==> src/rtl/trig_emulator.sv <==
// Programmable trigger/spill emulator feeding the front-end trigemu input.
// Generates pulse trains grouped into spills, each closed by a long cycle gate, plus CPU single pulses.
module trig_emulator #(
    parameter int USCLK  = 160,
    parameter int PULSEW = 4,
    parameter int MINPER = 16
) (
    input  logic        clk,
    input  logic        reset_n,
    input  logic        enable,
    input  logic        single,
    input  logic [15:0] period,
    input  logic [15:0] ntrig,
    input  logic [7:0]  gaplen,
    output logic        trigemu,
    output logic        busy,
    output logic [15:0] spillcnt
);

    localparam logic [1:0] ST_IDLE  = 2'd0;
    localparam logic [1:0] ST_SPILL = 2'd1;
    localparam logic [1:0] ST_GATE  = 2'd2;
    localparam logic [1:0] ST_TAIL  = 2'd3;

    localparam logic [15:0] PULSEW_C = 16'(PULSEW);
    localparam logic [15:0] MINPER_C = 16'(MINPER);
    localparam logic [15:0] USCLK_C  = 16'(USCLK);

    logic [1:0]  state_r, state_s;
    logic [15:0] pcnt_r, pcnt_s;
    logic [15:0] tcnt_r, tcnt_s;
    logic [15:0] gcnt_r, gcnt_s;
    logic [15:0] scnt_r, scnt_s;
    logic [15:0] per_r, per_s;
    logic [15:0] ntrig_r, ntrig_s;
    logic [15:0] glen_r, glen_s;
    logic [15:0] spillcnt_r, spillcnt_s;
    logic [15:0] per_eff_s;
    logic [7:0]  gap_eff_s;
    logic [15:0] glen_eff_s;
    logic        go_spill_s;
    logic        trig_s;
    logic        busy_s;

    // Effective configuration values that get captured whenever a spill starts
    always_comb begin
        per_eff_s  = (period < MINPER_C) ? MINPER_C : period;
        gap_eff_s  = (gaplen < 8'd2) ? 8'd2 : gaplen;
        glen_eff_s = 16'(gap_eff_s) * USCLK_C;
    end

    // Next-state logic; counters describe the clock cycle that follows the edge
    always_comb begin
        state_s    = state_r;
        pcnt_s     = pcnt_r;
        tcnt_s     = tcnt_r;
        gcnt_s     = gcnt_r;
        scnt_s     = scnt_r;
        per_s      = per_r;
        ntrig_s    = ntrig_r;
        glen_s     = glen_r;
        spillcnt_s = spillcnt_r;
        go_spill_s = 1'b0;

        case (state_r)
            ST_IDLE: begin
                if (scnt_r != 16'd0) begin
                    scnt_s = scnt_r - 16'd1;
                end else if (enable) begin
                    go_spill_s = 1'b1;
                end else if (single) begin
                    scnt_s = PULSEW_C;
                end else begin
                    scnt_s = 16'd0;
                end
            end
            ST_SPILL: begin
                if (pcnt_r == per_r - 16'd1) begin
                    pcnt_s = 16'd0;
                    if (!enable) begin
                        state_s = ST_IDLE;
                        tcnt_s  = 16'd0;
                    end else if ((ntrig_r != 16'd0) && (tcnt_r == ntrig_r)) begin
                        state_s = ST_GATE;
                        gcnt_s  = 16'd0;
                    end else if (ntrig_r != 16'd0) begin
                        tcnt_s = tcnt_r + 16'd1;
                    end else begin
                        tcnt_s = tcnt_r;
                    end
                end else begin
                    pcnt_s = pcnt_r + 16'd1;
                end
            end
            ST_GATE: begin
                if (gcnt_r == glen_r - 16'd1) begin
                    state_s    = ST_TAIL;
                    gcnt_s     = 16'd0;
                    pcnt_s     = 16'd0;
                    tcnt_s     = 16'd0;
                    spillcnt_s = spillcnt_r + 16'd1;
                end else begin
                    gcnt_s = gcnt_r + 16'd1;
                end
            end
            ST_TAIL: begin
                if (pcnt_r == per_r - 16'd1) begin
                    pcnt_s = 16'd0;
                    if (enable) begin
                        go_spill_s = 1'b1;
                    end else begin
                        state_s = ST_IDLE;
                    end
                end else begin
                    pcnt_s = pcnt_r + 16'd1;
                end
            end
            default: begin
                state_s = ST_IDLE;
            end
        endcase

        // A new spill always relatches the configuration and counts its first pulse
        if (go_spill_s) begin
            state_s = ST_SPILL;
            pcnt_s  = 16'd0;
            per_s   = per_eff_s;
            ntrig_s = ntrig;
            glen_s  = glen_eff_s;
            tcnt_s  = (ntrig != 16'd0) ? 16'd1 : 16'd0;
        end else begin
            go_spill_s = 1'b0;
        end
    end

    // Output levels derived from the next state so the registers line up with it
    always_comb begin
        trig_s = ((state_s == ST_SPILL) && (pcnt_s < PULSEW_C)) ||
                 (state_s == ST_GATE) ||
                 ((state_s == ST_IDLE) && (scnt_s != 16'd0));
        busy_s = (state_s != ST_IDLE) || (scnt_s != 16'd0);
    end

    // State, counter and output registers with synchronous active-low reset
    always_ff @(posedge clk) begin
        if (!reset_n) begin
            state_r    <= ST_IDLE;
            pcnt_r     <= 16'd0;
            tcnt_r     <= 16'd0;
            gcnt_r     <= 16'd0;
            scnt_r     <= 16'd0;
            per_r      <= 16'd0;
            ntrig_r    <= 16'd0;
            glen_r     <= 16'd0;
            spillcnt_r <= 16'd0;
            trigemu    <= 1'b0;
            busy       <= 1'b0;
        end else begin
            state_r    <= state_s;
            pcnt_r     <= pcnt_s;
            tcnt_r     <= tcnt_s;
            gcnt_r     <= gcnt_s;
            scnt_r     <= scnt_s;
            per_r      <= per_s;
            ntrig_r    <= ntrig_s;
            glen_r     <= glen_s;
            spillcnt_r <= spillcnt_s;
            trigemu    <= trig_s;
            busy       <= busy_s;
        end
    end

    assign spillcnt = spillcnt_r;

endmodule
==> config.mk <==
export PLATFORM = sky130hd
export DESIGN_NAME = trig_emulator
export DESIGN_NICKNAME = d
export VERILOG_FILES = /design/src/rtl/trig_emulator.sv
export SDC_FILE = /design/constraint.sdc
export NUM_CORES = 1
export LEC_CHECK = 0
export ABC_AREA = 1
export CORE_ASPECT_RATIO = 0.7
export CORE_MARGIN = 2
export CORE_UTILIZATION = 38
export DETAILED_ROUTE_END_ITERATION = 8
export PLACE_DENSITY = 0.56
export SLEW_MARGIN = 25
export SYNTH_ARGS = -nofsm -noshare
export SYNTH_HDL_FRONTEND = slang
export SYNTH_SLANG_ARGS = --single-unit
==> constraint.sdc <==
create_clock -name clk -period 10 [get_ports clk]
set_clock_uncertainty 0.05 [all_clocks]
set_input_delay 2 -clock clk [delete_from_list [all_inputs] [get_ports clk]]
set_output_delay 2 -clock clk [all_outputs]
set_load 0.02 [all_outputs]
### After elaboration in Yosys (flattened, before gate mapping)

Index checks and enable logic that the tools add are counted.

* multiplexer cells: 35
* eq/ne operators: 15
* reduce and logical (&&, ||, !) cells: 19
* add/sub/neg operators: 7
* multiply operators: 1
* magnitude comparators: 3

Operators with widths (count)
* two-way mux 16 bit: 17
* one-hot mux 16 bit (2 select lines): 3
* adder 16 x 1 -> 16 bit, second input constant: 4
* nonzero test 16 bit: 4
* == test 16 bit: 3
* subtractor 16 x 1 -> 16 bit, second input constant: 3
* less-than comparator 16 x 3 -> 1 bit, second input constant: 1
* less-than comparator 16 x 5 -> 1 bit, second input constant: 1
* two-way mux 2 bit: 7
* multiplier 8 x 3 -> 11 bit, second input constant: 1
* less-than comparator 8 x 2 -> 1 bit, second input constant: 1
* two-way mux 8 bit: 1
* != test 4 bit, second input constant: 2
* == test 2 bit, second input constant: 3
* != test 2 bit, second input constant: 3
* != test 3 bit, second input constant: 2
* one-hot mux 2 bit (3 select lines): 1
* AND reduction 5 bit: 1
* == test 2 x 1 -> 1 bit, second input constant: 2
* logical NOT 2 bit: 2
* two-way mux 1 bit: 4
* AND reduction 4 bit: 1
* nonzero test 2 bit: 2
* logical AND 1 bit: 3
* 6 further kinds: 8

* logic and storage cells: 91
* input port bits: 44
* register bits after elaboration: 127

### Depth between registers and ports, before layout

* depth in word-level cells: 11
* mapped depth: 21
* mapped depth without buffers: 20

### Least setup slack after synthesis

No wires, ideal clock.

* path kind: input to register
* start point: input port gaplen[7]
* end point: register glen_r[14]
* path buffers: 0
* stages on the path: 12
* setup slack: 5.379 ns
* data arrival time: 4.448 ns
* setup time: 0.123 ns
* cells stage by stage: or4_1 -> nor4_1 -> nor2_1 -> inv_1 -> ha_1 -> ha_1 -> fa_1 -> a31oi_1 -> o21ai_0 -> a21oi_1 -> xor2_1 -> o22ai_1

* cells in the longest elaborated chain, start to end: 3

RTL lines
* from (decl): RTL line 14 `input logic [7:0] gaplen,`
* less-than comparator 8 x 2 -> 1 bit: RTL line 48 `gap_eff_s = (gaplen < 8'd2) ? 8'd2 : gaplen;`
* two-way mux 8 bit: RTL line 48
* net gap_eff_s[1]: RTL line 39 `logic [7:0] gap_eff_s;`
* multiplier 8 x 3 -> 11 bit: RTL line 49 `glen_eff_s = 16'(gap_eff_s) * USCLK_C;`
* to (signal assigned): RTL line 166 `glen_r <= glen_s;`
* to (decl): RTL line 36 `logic [15:0] glen_r, glen_s;`

The timed path passes the listed nets, and every way through them passes these cells.
A chain may end at the register's enable or synchronous reset.

### Final worst setup path

Same ends and word-level chain as after synthesis.

==> out/results.env <==
POWER_DENSITY_CELLS_mW_PER_MM2=253.2
TOTALWIRELENGTH_MM=21.69
BUFFERS_INSERTED_DURING_POST_CTS_SETUP_OPTIMIZATION=0
GRT_START_MAX_NET_PINS=62
VIAS_CELL=4.949
ANTENNA_FOUND_INITIAL=0
CRIT_REQUIRED_NS=10.24
ANTENNA_CELLS_INSERTED=0
FINALHOLDVIOLATIONS=0
FINISH.CELL_COUNT_WITHOUT_FILLERS=1598
AVGROUTEDWIREPERCELL_MICRONS=13.57
FLOW.AREA_GROWTH_FROM_SYNTHESIS_PCT=17.24
CLOCK-SINKS=127
POSTPLACECELLAREA_SQ_MM=0.008987
SYNTH_TOP_AREA_CELL='dfxtp_1'
FINALSETUPVIOLCOUNT=0
IO_BUFFERS=61
HOLD_BUFFERS=0
PLACE.DETAILED.INSTANCES=1566
FRACTION_OF_LAYOUT_INSTANCES_USING_A_DRIVE_STRENGTH_ABOVE_1_PCT=5.598
DESIGN.PORTCOUNT=62
TRITONCTS_CLOCK_TREE='done'
MAX_SLEW_MARGIN_PCT=35.16
DIE_HEIGHT_MICRONS=126.8
SW_FRAC_OF_TOTAL_PCT=43.25
INITIAL_CORE_UTIL_PCT=39.16
GRT_PASS1_WL_MM=37.23
PLACE.GP.CONGESTION=0.8266
DETAILEDROUTE.FIRSTPASSITERATIONCOUNT=5
FINALINSTANCEAREA_SQ_MM=0.009604
DRC_ERRORS=0
CTS_MAX_LEVEL=4
YS_FF_LATCH=127
FILLERINSTANCES=2206
P_LEAK_nW=4.145
YOSYS-TOP-CELLS-AREA='dfxtp_1, nand2_1, nand3_1'
PART_OF_THE_POWER_IN_REGISTERS_PCT=26.8
CTS_RESIZED=0
SYNTH-EDFF-COUNT=0
SYNTH_WARN=0
MAX_FREQ_GHz=0.2006
CTS-ROOT-TO-SINK-BUFFERS=2
GRT_SETUP_UNREPAIRED='false'
CLOCK_LATENCY_NS=0.43
IR_DROP_WORST_CASE_VDD_uV=138.3
RELATIVE_CONTRIBUTION_OF_THE_CLOCK_NETWORK_TO_TOTAL_POWER_PCT=27.0
SETUP.WORST_PATH.START_CLASS='primary input'
TIMING_MAX_TRANSITION_VIOLATIONS_FINAL=0
MULTI_INPUT_AREA_SQ_MM=0.004837
MAX_SLEW.WORST_PIN.SLEW_NS=0.9690
FINALNETCOUNT=1378
FIRST_GLOBAL_VIAS=7474
GRT-OVFL-TOTAL=0
SYNTH_TOP_FLOP_CELL='dfxtp_1'
DIE_AREA_SQ_MM=0.02277
CORE_AREA_SQ_MM=0.02092
ARRIVAL_NS=5.23
SYNTH_CELL_TYPE_COUNT=55
POWER.SWITCHING_mW=1.052
FP.DIEW_MICRONS=179.5
NUM_ROWS=44
TIMING_WORST_SETUP_PATH_TYPE='primary input to flip-flop'
COMB_POWER_SHARE_PCT=46.2
MAXCAPVIOLCOUNT=0
CP_MAX_FO=4
INITIALDRTVIOLATIONCOUNT=473
SYNTH_TOP_CELL_AREA_SHARE_PCT=31.04
VIAS=7909
DETAILEDPLACEMENTHPWL_MM=16.21
SETUP_WS_NS=5.015
CTS-BUFFERS-INSERTED=17
POSTSYNTH.ASYNCRESETSHARE_PCT=0
POSTROUTEANTENNANETS=0
PRE_CTS_SETUP_SLACK_NS=4.600
CLOCK_TREE_ROOT='clkbuf_16'
SYN_AREA_PER_CELL_SQ_UM=6.476
CLOCK_INPUT_TRANSITION_AT_THE_SEQUENTIAL_CELLS_OF_THE_WORST_SETUP_AND_HOLD_PATHS_NS=0.06
ENDPOINT_KIND='flip-flop'
FIN_TOTAL_PWR_mW=2.432
FIN_TNS_SETUP_NS=0
REGISTER_AREA_SQ_MM=0.002542
SYN_NETS=1334
GLOBAL_ROUTE.USAGE.TOTAL_PCT=19.88
INTERNAL_POWER_mW=1.380
SYNTH_CELLS=1265
MIN_PERIOD_NS=4.985
WORSTHOLDPATHTYPE='flip-flop to flip-flop'
RUN_STATUS='complete, no violations'
FINAL.PERIOD_UTILIZATION_PCT=49.85
SYNTH.CELL_AREA_SQ_MM=0.008192
SHARE_OF_SYNTHESIZED_AREA_OCCUPIED_BY_FLIP_FLOPS_AND_LATCHES_PCT=31.04
through the flow:
| stage | utilization (%) | hold WS (ns) |
|---|---|---|
| detailed placement | 42.96 | 0.4234 |
| floorplan | - | 0.4065 |
| global route | 45.91 | 0.4715 |
| finish | 45.91 | 0.4315 |
| CTS | 45.89 | 0.4351 |
| global placement | 42.96 | 0.4250 |
synthesized netlist by cell type (26+ instances only):
library cell,count
nand3_1,125
nand2_1,280
a21oi_1,51
inv_1,163
nor2_1,156
dfxtp_1,127
xnor2_1,28
o21ai_0,73
xor2_1,39
nand4_1,26
worst max-delay path, stage by stage:
cell and delay [ns]:
clkdlybuf4s50_1 0.48, or4_1 0.53, nor4_1 0.39, nor2_1 0.12
inv_1 0.08, ha_1 0.22, ha_1 0.23, fa_1 0.40
a31oi_1 0.23, o21ai_0 0.12, a21oi_1 0.16, xor2_1 0.16
o22ai_1 0.09
flip-flops by register name (all words and copies together) (netlist names), 2 cells and up:
name and count:
gcnt_r 16, glen_r 11, spillcnt 16, per_r 16, state_r 2, pcnt_r 16
scnt_r 16, ntrig_r 16, tcnt_r 16
cells by family after synthesis:
logic type | after synthesis | share of synthesized area, %
adders and majority gates | 25 | 3.910
buffers and inverters | 210 | 9.959
and+or+nand+nor | 672 | 36.69
AOI/OAI and AO/OA | 162 | 10.92
muxes | 1 | 0.1222
xor gates and xnor gates | 68 | 7.362
DFF | 127 | 31.04
layer usage:
metal | track usage (%) | up-vias | wire [microns]
met5 | 0 | - | 0
met4 | 6.121 | 0 | 254
met3 | 3.933 | 22 | 964
met2 | 29.41 | 140 | 8691
met1 | 28.97 | 3546 | 11780
li1 | - | 4201 | -
layout make-up:
class	count	area share, %
multi-input combinational	928	50.36
sequential	127	26.47
inverter	172	6.722
timing repair buffer	63	6.462
clock buffer	20	4.651
tap	276	3.596
clock inverter	12	1.733
worst paths after layout:
path	startpoint	end	slack, ns	cells after the start
setup / recovery	gaplen[7]	glen_r[14]	5.01	13
hold / removal	per_r[15]	per_r[15]	0.43	2
hold reg to reg	per_r[15]	per_r[15]	0.43	2
setup reg to reg	per_r[0]	glen_r[5]	5.95	13
power groups by stage:
| stage | registers [mW] | clock network [mW] | logic (mW) |
|---|---|---|---|
| floorplan | 0.640 | 0 | 0.898 |
| global placement | 0.661 | 0 | 1.11 |
| detailed placement | 0.660 | 0 | 1.12 |
| CTS | 0.650 | 0.672 | 1.12 |
| global route | 0.661 | 0.695 | 1.30 |
| finish | 0.652 | 0.657 | 1.12 |
cells in the final DEF (no fill, tap or decap), types with 2 or more instances in the layout:
cell type          n
nand2_1          280
inv_1            163
nor2_1           156
dfxtp_1          127
nand3_1          125
o21ai_0           73
clkdlybuf4s50_1   60
a21oi_1           51
xor2_1            39
xnor2_1           28
nand4_1           26
nor3_1            24
ha_1              24
nor4_1            18
clkbuf_16         17
o22ai_1           10
inv_2              9
nand3b_1           9
nor2_2             9
nand2_2            6
clkinv_2           6
o21ai_1            5
a31oi_1            4
bufinv_16          4
nor3_2             3
o21bai_1           3
nand3_2            2
or2_1              2
o21ai_2            2
a211oi_1           2
o31ai_1            2
o32ai_1            2
a41oi_1            2
and3_1             2
clkbuf_1           2
buf_4              2
Note: power is estimated with default switching activity, not from simulation.
